### src/rtl/mac_drain_if.sv
// mac_drain_if: start/capture/emit handshake bundle between a PE column drain and its neighbours.
interface mac_drain_if #(parameter int DATA_WIDTH = 8);
  logic                           start;
  logic signed [2*DATA_WIDTH-1:0] mac_in;
  logic                           write_out_en;
  logic                           out_valid;
  logic                           out_ready;
  logic signed [DATA_WIDTH-1:0]   out_data;
  logic signed [2*DATA_WIDTH-1:0] out_raw;
  logic                           busy;
  logic                           done;
  modport master (output start, mac_in, out_ready,
                  input  write_out_en, out_valid, out_data, out_raw, busy, done);
  modport slave  (input  start, mac_in, out_ready,
                  output write_out_en, out_valid, out_data, out_raw, busy, done);
endinterface

### src/rtl/mac_drain.sv
// mac_drain: shifts a PE column's mac results out of the chain into a buffer, then emits them
// tail-first over a valid/ready port with signed saturation to DATA_WIDTH.
module mac_drain #(
  parameter int DATA_WIDTH = 8,
  parameter int NUM_ROW    = 4
) (
  input logic       clk,
  input logic       rst_n,
  mac_drain_if.slave bus
);
  localparam int MW = 2*DATA_WIDTH;
  localparam int CW = $clog2(NUM_ROW);
  localparam logic [CW-1:0] LAST = CW'(NUM_ROW-1);
  localparam logic signed [MW-1:0] SAT_MAX = MW'((1 << (DATA_WIDTH-1)) - 1);
  localparam logic signed [MW-1:0] SAT_MIN = ~SAT_MAX;
  typedef enum logic [1:0] {IDLE, CAPTURE, EMIT} state_t;
  state_t state, state_d;
  logic [CW-1:0] cnt, rd;
  logic signed [MW-1:0] buf_q [NUM_ROW];
  logic signed [MW-1:0] raw;
  logic xfer, last_xfer, done_q;
  always_comb begin
    xfer             = state == EMIT && bus.out_ready;
    last_xfer        = xfer && rd == LAST;
    raw              = buf_q[rd];
    bus.write_out_en = state == CAPTURE && cnt < LAST;
    bus.out_valid    = state == EMIT;
    bus.busy         = state != IDLE;
    bus.done         = done_q;
    bus.out_raw      = raw;
    bus.out_data     = raw > SAT_MAX ? DATA_WIDTH'(SAT_MAX) :
                       raw < SAT_MIN ? DATA_WIDTH'(SAT_MIN) : raw[DATA_WIDTH-1:0];
    state_d = state == IDLE    ? (bus.start  ? CAPTURE : IDLE) :
              state == CAPTURE ? (cnt == LAST ? EMIT : CAPTURE) :
              state == EMIT    ? (last_xfer  ? IDLE : EMIT) : IDLE;
  end
  // The chain cannot be held, so capture runs every cycle regardless of out_ready.
  always_ff @(posedge clk or negedge rst_n) begin
    if (!rst_n) begin
      state  <= IDLE;
      cnt    <= '0;
      rd     <= '0;
      done_q <= 1'b0;
      for (int i = 0; i < NUM_ROW; i++) buf_q[i] <= '0;
    end else begin
      state  <= state_d;
      cnt    <= (state == CAPTURE && cnt != LAST) ? cnt + 1'b1 : '0;
      rd     <= (state != EMIT || last_xfer) ? '0 : rd + CW'(xfer);
      done_q <= last_xfer;
      if (state == CAPTURE) buf_q[cnt] <= bus.mac_in;
    end
  end
endmodule

### src/flat_wrapper.sv
// flat-port wrapper written by rule: the top's interface ports become plain ports
module mac_drain_flat 
#(
  parameter int DATA_WIDTH = 8,
  parameter int NUM_ROW    = 4
)
  (clk, rst_n, bus_start, bus_mac_in, bus_out_ready, bus_write_out_en, bus_out_valid, bus_out_data, bus_out_raw, bus_busy, bus_done);
  mac_drain_if #(.DATA_WIDTH(DATA_WIDTH)) bus_i ();
  input logic clk;
  input logic rst_n;
  input wire logic [$bits(bus_i.start)-1:0] bus_start;
  input wire logic [$bits(bus_i.mac_in)-1:0] bus_mac_in;
  input wire logic [$bits(bus_i.out_ready)-1:0] bus_out_ready;
  output wire logic [$bits(bus_i.write_out_en)-1:0] bus_write_out_en;
  output wire logic [$bits(bus_i.out_valid)-1:0] bus_out_valid;
  output wire logic [$bits(bus_i.out_data)-1:0] bus_out_data;
  output wire logic [$bits(bus_i.out_raw)-1:0] bus_out_raw;
  output wire logic [$bits(bus_i.busy)-1:0] bus_busy;
  output wire logic [$bits(bus_i.done)-1:0] bus_done;
  assign bus_i.start = bus_start;
  assign bus_i.mac_in = bus_mac_in;
  assign bus_i.out_ready = bus_out_ready;
  assign bus_write_out_en = bus_i.write_out_en;
  assign bus_out_valid = bus_i.out_valid;
  assign bus_out_data = bus_i.out_data;
  assign bus_out_raw = bus_i.out_raw;
  assign bus_busy = bus_i.busy;
  assign bus_done = bus_i.done;
  mac_drain #(.DATA_WIDTH(DATA_WIDTH), .NUM_ROW(NUM_ROW)) u_core (.clk(clk), .rst_n(rst_n), .bus(bus_i));
endmodule
### config.mk
export PLATFORM = sky130hd
export DESIGN_NAME = mac_drain_flat
export DESIGN_NICKNAME = d
export VERILOG_FILES = /design/src/rtl/mac_drain_if.sv /design/src/rtl/mac_drain.sv /design/src/flat_wrapper.sv
export SDC_FILE = /design/constraint.sdc
export NUM_CORES = 1
export LEC_CHECK = 0
export ABC_AREA = 1
export CAP_MARGIN = 30
export CELL_PAD_IN_SITES_DETAIL_PLACEMENT = 1
export CELL_PAD_IN_SITES_GLOBAL_PLACEMENT = 1
export CORE_ASPECT_RATIO = 1.5
export CORE_MARGIN = 3
export CORE_UTILIZATION = 30
export DETAILED_ROUTE_END_ITERATION = 10
export GPL_TIMING_DRIVEN = 1
export PLACE_DENSITY = 0.7
export SLEW_MARGIN = 5
export SYNTH_ARGS = -nofsm -noshare
export SYNTH_HDL_FRONTEND = slang
export SYNTH_SLANG_ARGS = --single-unit
### constraint.sdc
create_clock -name clk -period 1.55 [get_ports clk]
set_clock_uncertainty 0.05 [all_clocks]
set_input_delay 0.2325 -clock clk [delete_from_list [all_inputs] [get_ports clk]]
set_output_delay 0.2325 -clock clk [all_outputs]
set_load 0.005 [all_outputs]
==> results by group, run 1 <==
Timing
  – RSZ-0062 raised after global routing: yes
  – Fin Hold WS: approximately 320 ps
  – Setup WS post-layout: -892.6 ps
  – Final hold violation count: 0
  – Slew headroom: between 70% and 80%
  – Setup Viol. Count Final: 27
  – Tmin final: 2443 ps
  – Worst Tran Pin Value: roughly 430 ps
  – Final Slew Violations: 0
  – Period utilization: 157.6%
  – Maximum clock frequency: around 400 MHz
  – Setup TNS: -13720 ps

Power and ir drop
  – Pleak: roughly 2.6 nW
  – Power density of the placed cells: 1871 nW/um2
  – Worst IR Drop VDD: around 810 uV
  – Power after layout: ~10 mW

Cells and area
  – Synth-to-layout area growth: 59.24%
  – Ant. Diodes: 0
  – Sequential Area: roughly 1800 um2
  – Fillers: around 1300
  – Layout cell share with drive strength beyond 1: 37.75%
  – Nets: ~560
  – Combined area of the multi-input logic cells: about 1700 um2
  – Core Util, Final: about half

Critical path
  – Critical path cell sequence: clkinv_4, buf_6, nand2_2, nand3_2, nand2_2, nand2_2, nor2_2, nand2_2, nand2_4, buf_6, nand2_1, nand2_4, buf_6
  – Crit path DAT: between 2000 and 2500 ps
  – Worst endpoint required time: 1270 ps
  – CP startpoint kind: flip-flop
  – Most frequent CP cell: nand2_2
  – CP max stage cell: dfrtp_2
  – Critical path's largest stage delay: around 490 ps
  – Crit Path Max Fanout: 6
  – CP Capture Type: output pin
  – Kind of critical path: flip-flop to output pin

Yosys
  – Seq cells post-synth: 71
  – Yosys top cell area share: 53.10%
  – Avg Cell Area, Syn: about 7.9 um2
  – Mapped Area: roughly 3300 um2
  – Top-count cell post-synth: nand2_1
  – Yosys cell types: 21
  – EDFF count, synth: 0
  – Ys async rst share: 100.0%
  – Synth area leader: dfrtp_1
  – Gate Count Post-Synth: approximately 430
  – Most frequent cells after synthesis: nand2_1, o21ai_0, dfrtp_1
  – Ys flop type: dfrtp_1
  – Seq/Total Area, Yosys: 53.10%
  – Synth area leaders: dfrtp_1, nand2_1, o21ai_0
  – Synth Warn #: 0
  – Mapped Nets: between 400 and 500

Drt
  – Post-DR wirelength/cell: 17.28 um
  – Vias/cell: 4.837
  – Drt pass-1 iters: 4
  – DRC Markers: 0
  – Initial DRC Count: between 100 and 150
  – Final WL: roughly 12 mm
  – Vias: about 3300
  – Post-route antenna net violation count: 0

Global route
  – Initial antenna violation count: 0
  – Total GRT Usage: approximately a fifth
  – Largest net degree at the start of global routing: 37
  – GRT Residual Overflow: 0
  – First-pass GRT wire length: between 15 and 20 mm
  – Vias in the first global route: around 3700

Clock tree
  – Clock Pin Slew Worst Setup and Hold Paths: 60 ps
  – Clock sinks: 71
  – CTS tree: yes
  – Num CTS Buffers: 9
  – H-tree levels: 3
  – Worst-skew pair later-pin latency: 340 ps
  – Clock root cell: clkbuf_16
  – Clk buf depth: 2

Floorplan
  – Number of cell rows: 46
  – I/O Pins: between 40 and 50
  – Die Area: around 12000 um2
  – Initial core utilization: a little under a third
  – Placeable Area: about 11000 um2
  – Die width: 92.23 um
  – Die Span Y: 135.3 um

Hold path
  – HP Class: input port to asynchronous set/reset pin

Outcome
  – Failing checks: setup timing
  – Status: finished, violations left

Placed design
  – Final GP Congestion: around 0.76
  – Port bufs: 47
  – HPWL after DPL: ~6.8 mm

Flow run
  – # Max-Cap Violations: 0
metrics by stage:
stage / std cells / instance area, um2 / setup slack (ps)
floorplan: 425 / 3348 / -31.96
global placement: 628 / 4224 / -764.6
detailed placement: 628 / 4224 / -830.9
CTS: 675 / 4950 / -834.6
global route: 687 / 5328 / -991.8
finish: 687 / 5328 / -892.6
cells in the final DEF, fill, tap and decap left out, types with 5 or more instances in the layout:
| cell | n |
|---|---|
| buf_12 | 11 |
| buf_2 | 14 |
| buf_4 | 41 |
| buf_6 | 30 |
| clkbuf_16 | 9 |
| clkdlybuf4s50_1 | 19 |
| dfrtp_1 | 70 |
| inv_1 | 41 |
| nand2_1 | 109 |
| nand2_2 | 32 |
| nand2_4 | 9 |
| nand3_1 | 5 |
| nand3_2 | 6 |
| nor2_1 | 10 |
| nor2_2 | 12 |
| o21ai_0 | 67 |
| o21ai_2 | 6 |
| o22ai_2 | 5 |
per-layer routing:
layer	wire, um	GRT usage (%)
met5	0	0
met4	446	9.587
met2	6482	35.45
met3	254	3.502
met1	4689	21.67
sequential cells by signal, indices dropped and copies added, names as in the netlist:
register / cells
u_core.rd: 2
u_core.state: 2
u_core.bus.done: 1
u_core.cnt: 2
u_core.buf_q: 64
repair_timing:
action / CTS / global route
setup endpoints to repair: 27 / 30
gates cloned: 3 / 0
hold endpoints to repair: 13 / 0
setup buffers: 29 / 15
resized for setup: 163 / 96
hold buffers: 1 / 0
pin swaps: 33 / 27
critical path: cells and delay by family (launching register included):
| kind | cells | cell delay [ps] |
|---|---|---|
| buf+inv | 4 | 500 |
| flops | 1 | 490 |
| simple gates | 9 | 840 |
where the power goes:
part	internal, mW	switching [mW]
registers	2.75	0.618
logic	2.26	2.42
clock network	1.08	0.841
total	6.09	3.88
path summary, 6_finish.rpt:
path / from / cells past startpoint / end / slack [ps]
max: u_core.rd[0] / 13 / bus_out_data[3] / -890
min: rst_n / 2 / u_core.buf_q[13] / 320
max reg2reg: u_core.rd[0] / 6 / u_core.rd[0] / -80
min reg2reg: u_core.buf_q[14] / 2 / u_core.buf_q[14] / 440
max in group asynchronous: rst_n / 3 / u_core.buf_q[37] / 580
min in group clk: bus_start / 3 / u_core.state[0] / 420
cell families after synthesis:
family	synth area share (%)
AO/OA/AOI/OAI	14.10
XOR/XNOR	0.2618
adder cells (fa/ha/maj)	1.870
buffers and inverters	8.564
flip-flops	53.10
AND/OR/NAND/NOR	22.10
final cells by class:
| class | count | area share [%] |
|---|---|---|
| Clock buffer | 11 | 4.368 |
| Clock inverter | 5 | 0.6341 |
| Inverter | 47 | 3.499 |
| Multi-Input combinational cell | 285 | 31.73 |
| Sequential cell | 71 | 33.37 |
| Tap cell | 144 | 3.382 |
| Timing Repair Buffer | 123 | 22.90 |
| Timing Repair inverter | 1 | 0.1174 |
(Power assumes the default switching activity.)
==> run 2, diff against run 1 <==
--- a/config.mk
+++ b/config.mk
@@ -14,7 +14,7 @@
 export CORE_UTILIZATION = 30
 export DETAILED_ROUTE_END_ITERATION = 10
 export GPL_TIMING_DRIVEN = 1
-export PLACE_DENSITY = 0.7
+export PLACE_DENSITY_LB_ADDON = 0.1
 export SLEW_MARGIN = 5
 export SYNTH_ARGS = -nofsm -noshare
 export SYNTH_HDL_FRONTEND = slang
==> run 2 against run 1 <==
  * Sequential power hardly changed
  * Combinational power is 8.5% higher
  * Flip-flop and latch count stayed put
  * Setup slack better by 60 ps
  * Via count is 0.51% lower
  * Critical path depth stayed put
  * The flow still finishes with violations (setup timing)
  * Maximum frequency is 2.5% higher
  * Hold slack better by 90 ps
  * Largest power group unchanged
==> results by group, run 2 (synthesis gave the netlist of run 1 again) <==
Outcome
  – Status: finished, violations left
  – Failing checks: setup timing

Timing
  – Period utilization: 153.7% (-3.9 points)
  – Tmin final: 2382 ps (-60.21 ps)
  – Final hold violation count: 0 (unchanged)
  – Setup WS post-layout: -832.4 ps (+60.21 ps)
  – Maximum clock frequency: 419.7 MHz (+2.5%)
  – RSZ-0062 raised after global routing: yes
  – Final Slew Violations: 0 (unchanged)
  – Worst Tran Pin Value: 409.2 ps (-20.88 ps)
  – Setup Viol. Count Final: 24 (-11%)
  – Slew headroom: 72.72% (+1.4 points)

Floorplan
  – Die Area: 12480 um2 (unchanged)
  – Placeable Area: 10710 um2 (unchanged)
  – I/O Pins: 48 (unchanged)
  – Die width: 92.23 um (unchanged)
  – Number of cell rows: 46 (unchanged)
  – Die Span Y: 135.3 um (unchanged)
  – Initial core utilization: 31.25% (unchanged)

Cells and area
  – Synth-to-layout area growth: 63.43%
  – Ant. Diodes: 0 (unchanged)
  – Top reg by flops: u_core.buf_q
  – Commonest non-fill, non-tap cell in the layout: nand2_1
  – Fin cells: 697 (+1.5%)
  – Layout cell share with drive strength beyond 1: 39.24% (+1.5 points)
  – Nets: 573 (+1.8%)
  – Max reg flops: 64 (unchanged)
  – Fillers: 1273 (-1.1%)
  – Post-route cell area: 5468 um2 (+2.6%)
  – Most frequent cells in the layout: nand2_1, dfrtp_1, o21ai_0

Placed design
  – Final GP Congestion: 0.7730 (+2.4%)
  – Post-Place Cells: 641 (+2.1%)
  – HPWL after DPL: 7.105 mm (+4.3%)
  – Port bufs: 47 (unchanged)
  – Post-DP Area: 4309 um2 (+2.0%)
  – Place WS: -775.7 ps (+55.22 ps)

Critical path
  – CP Capture Type: output pin
  – Crit Path Max Fanout: 9 (+3)
  – CP max stage cell: dfrtp_1
  – Worst r2r src: u_core.rd[0]
  – Critical path cell sequence: buf_4, buf_8, nand2_1, nand2_1, nand2_2, buf_4, nand3_1, nor2_1, nand2_1, nand2_4, buf_12, nand2_4, buf_6
  – Most frequent CP cell: nand2_1
  – Critical path's largest stage delay: 400 ps (-90 ps)
  – Crit path buf inv count: 5 (+1)
  – Kind of critical path: flip-flop to output pin
  – CP startpoint: u_core.rd[0]
  – Crit path DAT: 2100 ps (-60 ps)
  – CP delay by family, top: simple AND/OR/NAND/NOR gates
  – Worst endpoint required time: 1270 ps (about the same)
  – CP startpoint kind: flip-flop

Power and ir drop
  – Power density of the placed cells: 1922 nW/um2 (+2.7%)
  – Worst IR Drop VDD: 1060 uV (+30%)
  – Pleak: 2.718 nW (+4.8%)

Global route
  – Initial antenna violation count: 0 (unchanged)
  – Total GRT Usage: 19.09% (-0.40 points)
  – First-pass GRT wire length: 18.49 mm (-1.8%)
  – GRT Residual Overflow: 0 (unchanged)
  – Vias in the first global route: 3664 (-0.70%)
  – Largest net degree at the start of global routing: 72 (+95%)

Clock tree
  – Num CTS Buffers: 9 (unchanged)
  – Clk buf depth: 2 (unchanged)
  – Clock Pin Slew Worst Setup and Hold Paths: 60 ps (about the same)
  – CTS tree: yes
  – H-tree levels: 3 (unchanged)
  – Worst-skew pair later-pin latency: 340 ps (about the same)
  – Clock root cell: clkbuf_16
  – Clock sinks: 71 (unchanged)

Drt
  – Vias/cell: 4.743 (-1.9%)
  – Vias: 3306 (-0.51%)
  – Post-DR wirelength/cell: 16.76 um (-3.0%)
  – Drt pass-1 iters: 4 (unchanged)
  – Post-route antenna net violation count: 0 (unchanged)
  – DRC Markers: 0 (unchanged)
  – Initial DRC Count: 106 (-27%)
  – Final WL: 11.68 mm (-1.6%)

Flow run
  – # Max-Cap Violations: 0 (unchanged)

Hold path
  – HP Class: input port to asynchronous set/reset pin
## run 2: cell count changes in the layout (fill, tap and decap cells not counted), sizes merged
cell / before / now
buf: 96 / 106
dlygate4sd2: 1 / 6
clkinvlp: 2 / 0
bufbuf: 1 / 0
bufinv: 0 / 1
clkbuf: 13 / 12
clkdlybuf4s15: 2 / 1
inv: 48 / 47
## run 2: worst paths after layout
kind / end / slack (ps) / cells past startpoint
max in group asynchronous: u_core.buf_q[19] / 700 / 3
min in group clk: u_core.state[0] / 430 / 3
worst max register to register: u_core.state[1] / 30 / 8
worst min register to register: u_core.buf_q[18] / 440 / 2
worst max-delay path: bus_out_data[3] / -830 / 13
worst min-delay path: u_core.buf_q[42] / 410 / 3
## run 2: final cells by class
type                            count  area [um2]  area share (%)
Tap cell                          144       180.2           3.295
Timing Repair Buffer              134        1338           24.46
Clock inverter                      4       45.04          0.8238
Clock buffer                       12       246.5           4.508
Sequential cell                    71        1777           32.49
Multi-Input combinational cell    285        1705           31.19
Inverter                           47       176.4           3.227
## run 2: report_power, final
part	internal (mW)	switching (mW)
Clock	1.28	0.795
Combinational	2.55	2.54
Sequential	2.75	0.596
## run 2: what timing repair did
item                       4_1_cts  5_1_grt
setup endpoints to repair       27       29
cloned                           3        0
hold buffers                     1        0
hold endpoints to repair        71        0
pin swaps                       34       23
resized for setup              171       78
buffers inserted                31       14
## run 2: tightest hold or removal path, cell delays in order
cell           delay (ps)
dlygate4sd3_1         520
buf_2                 120
buf_12                330
## run 2: routing by layer
layer	vias up	GRT usage, %	share of wire [%]
li1	1586	-	-
met1	1643	20.53	39
met2	59	37.56	56
met3	18	3.168	3.0
met4	0	5.620	2.3
met5	-	0	0
## run 2: through the flow
stage / setup TNS [ps] / power (mW) / hold WS (ps) / utilization [%]
after global placement: -10680 / 6.997 / 248.2 / 40.25
after detailed placement: -11510 / 7.147 / 249.2 / 40.25
after global routing: -14730 / 11.29 / 445.7 / 51.08
after floorplan: -223.7 / 4.984 / -113.1 / -
final: -12830 / 10.51 / 411.2 / 51.08
after CTS: -12980 / 10.15 / 435.8 / 48.98
==> run 3, diff against run 2 <==
--- a/config.mk
+++ b/config.mk
@@ -14,6 +14,7 @@
 export CORE_UTILIZATION = 30
 export DETAILED_ROUTE_END_ITERATION = 10
 export GPL_TIMING_DRIVEN = 1
+export HOLD_SLACK_MARGIN = 0.06
 export PLACE_DENSITY_LB_ADDON = 0.1
 export SLEW_MARGIN = 5
 export SYNTH_ARGS = -nofsm -noshare
==> results of run 3 <==
Same layout as run 2: the final DEF is identical, and so are final timing and power.
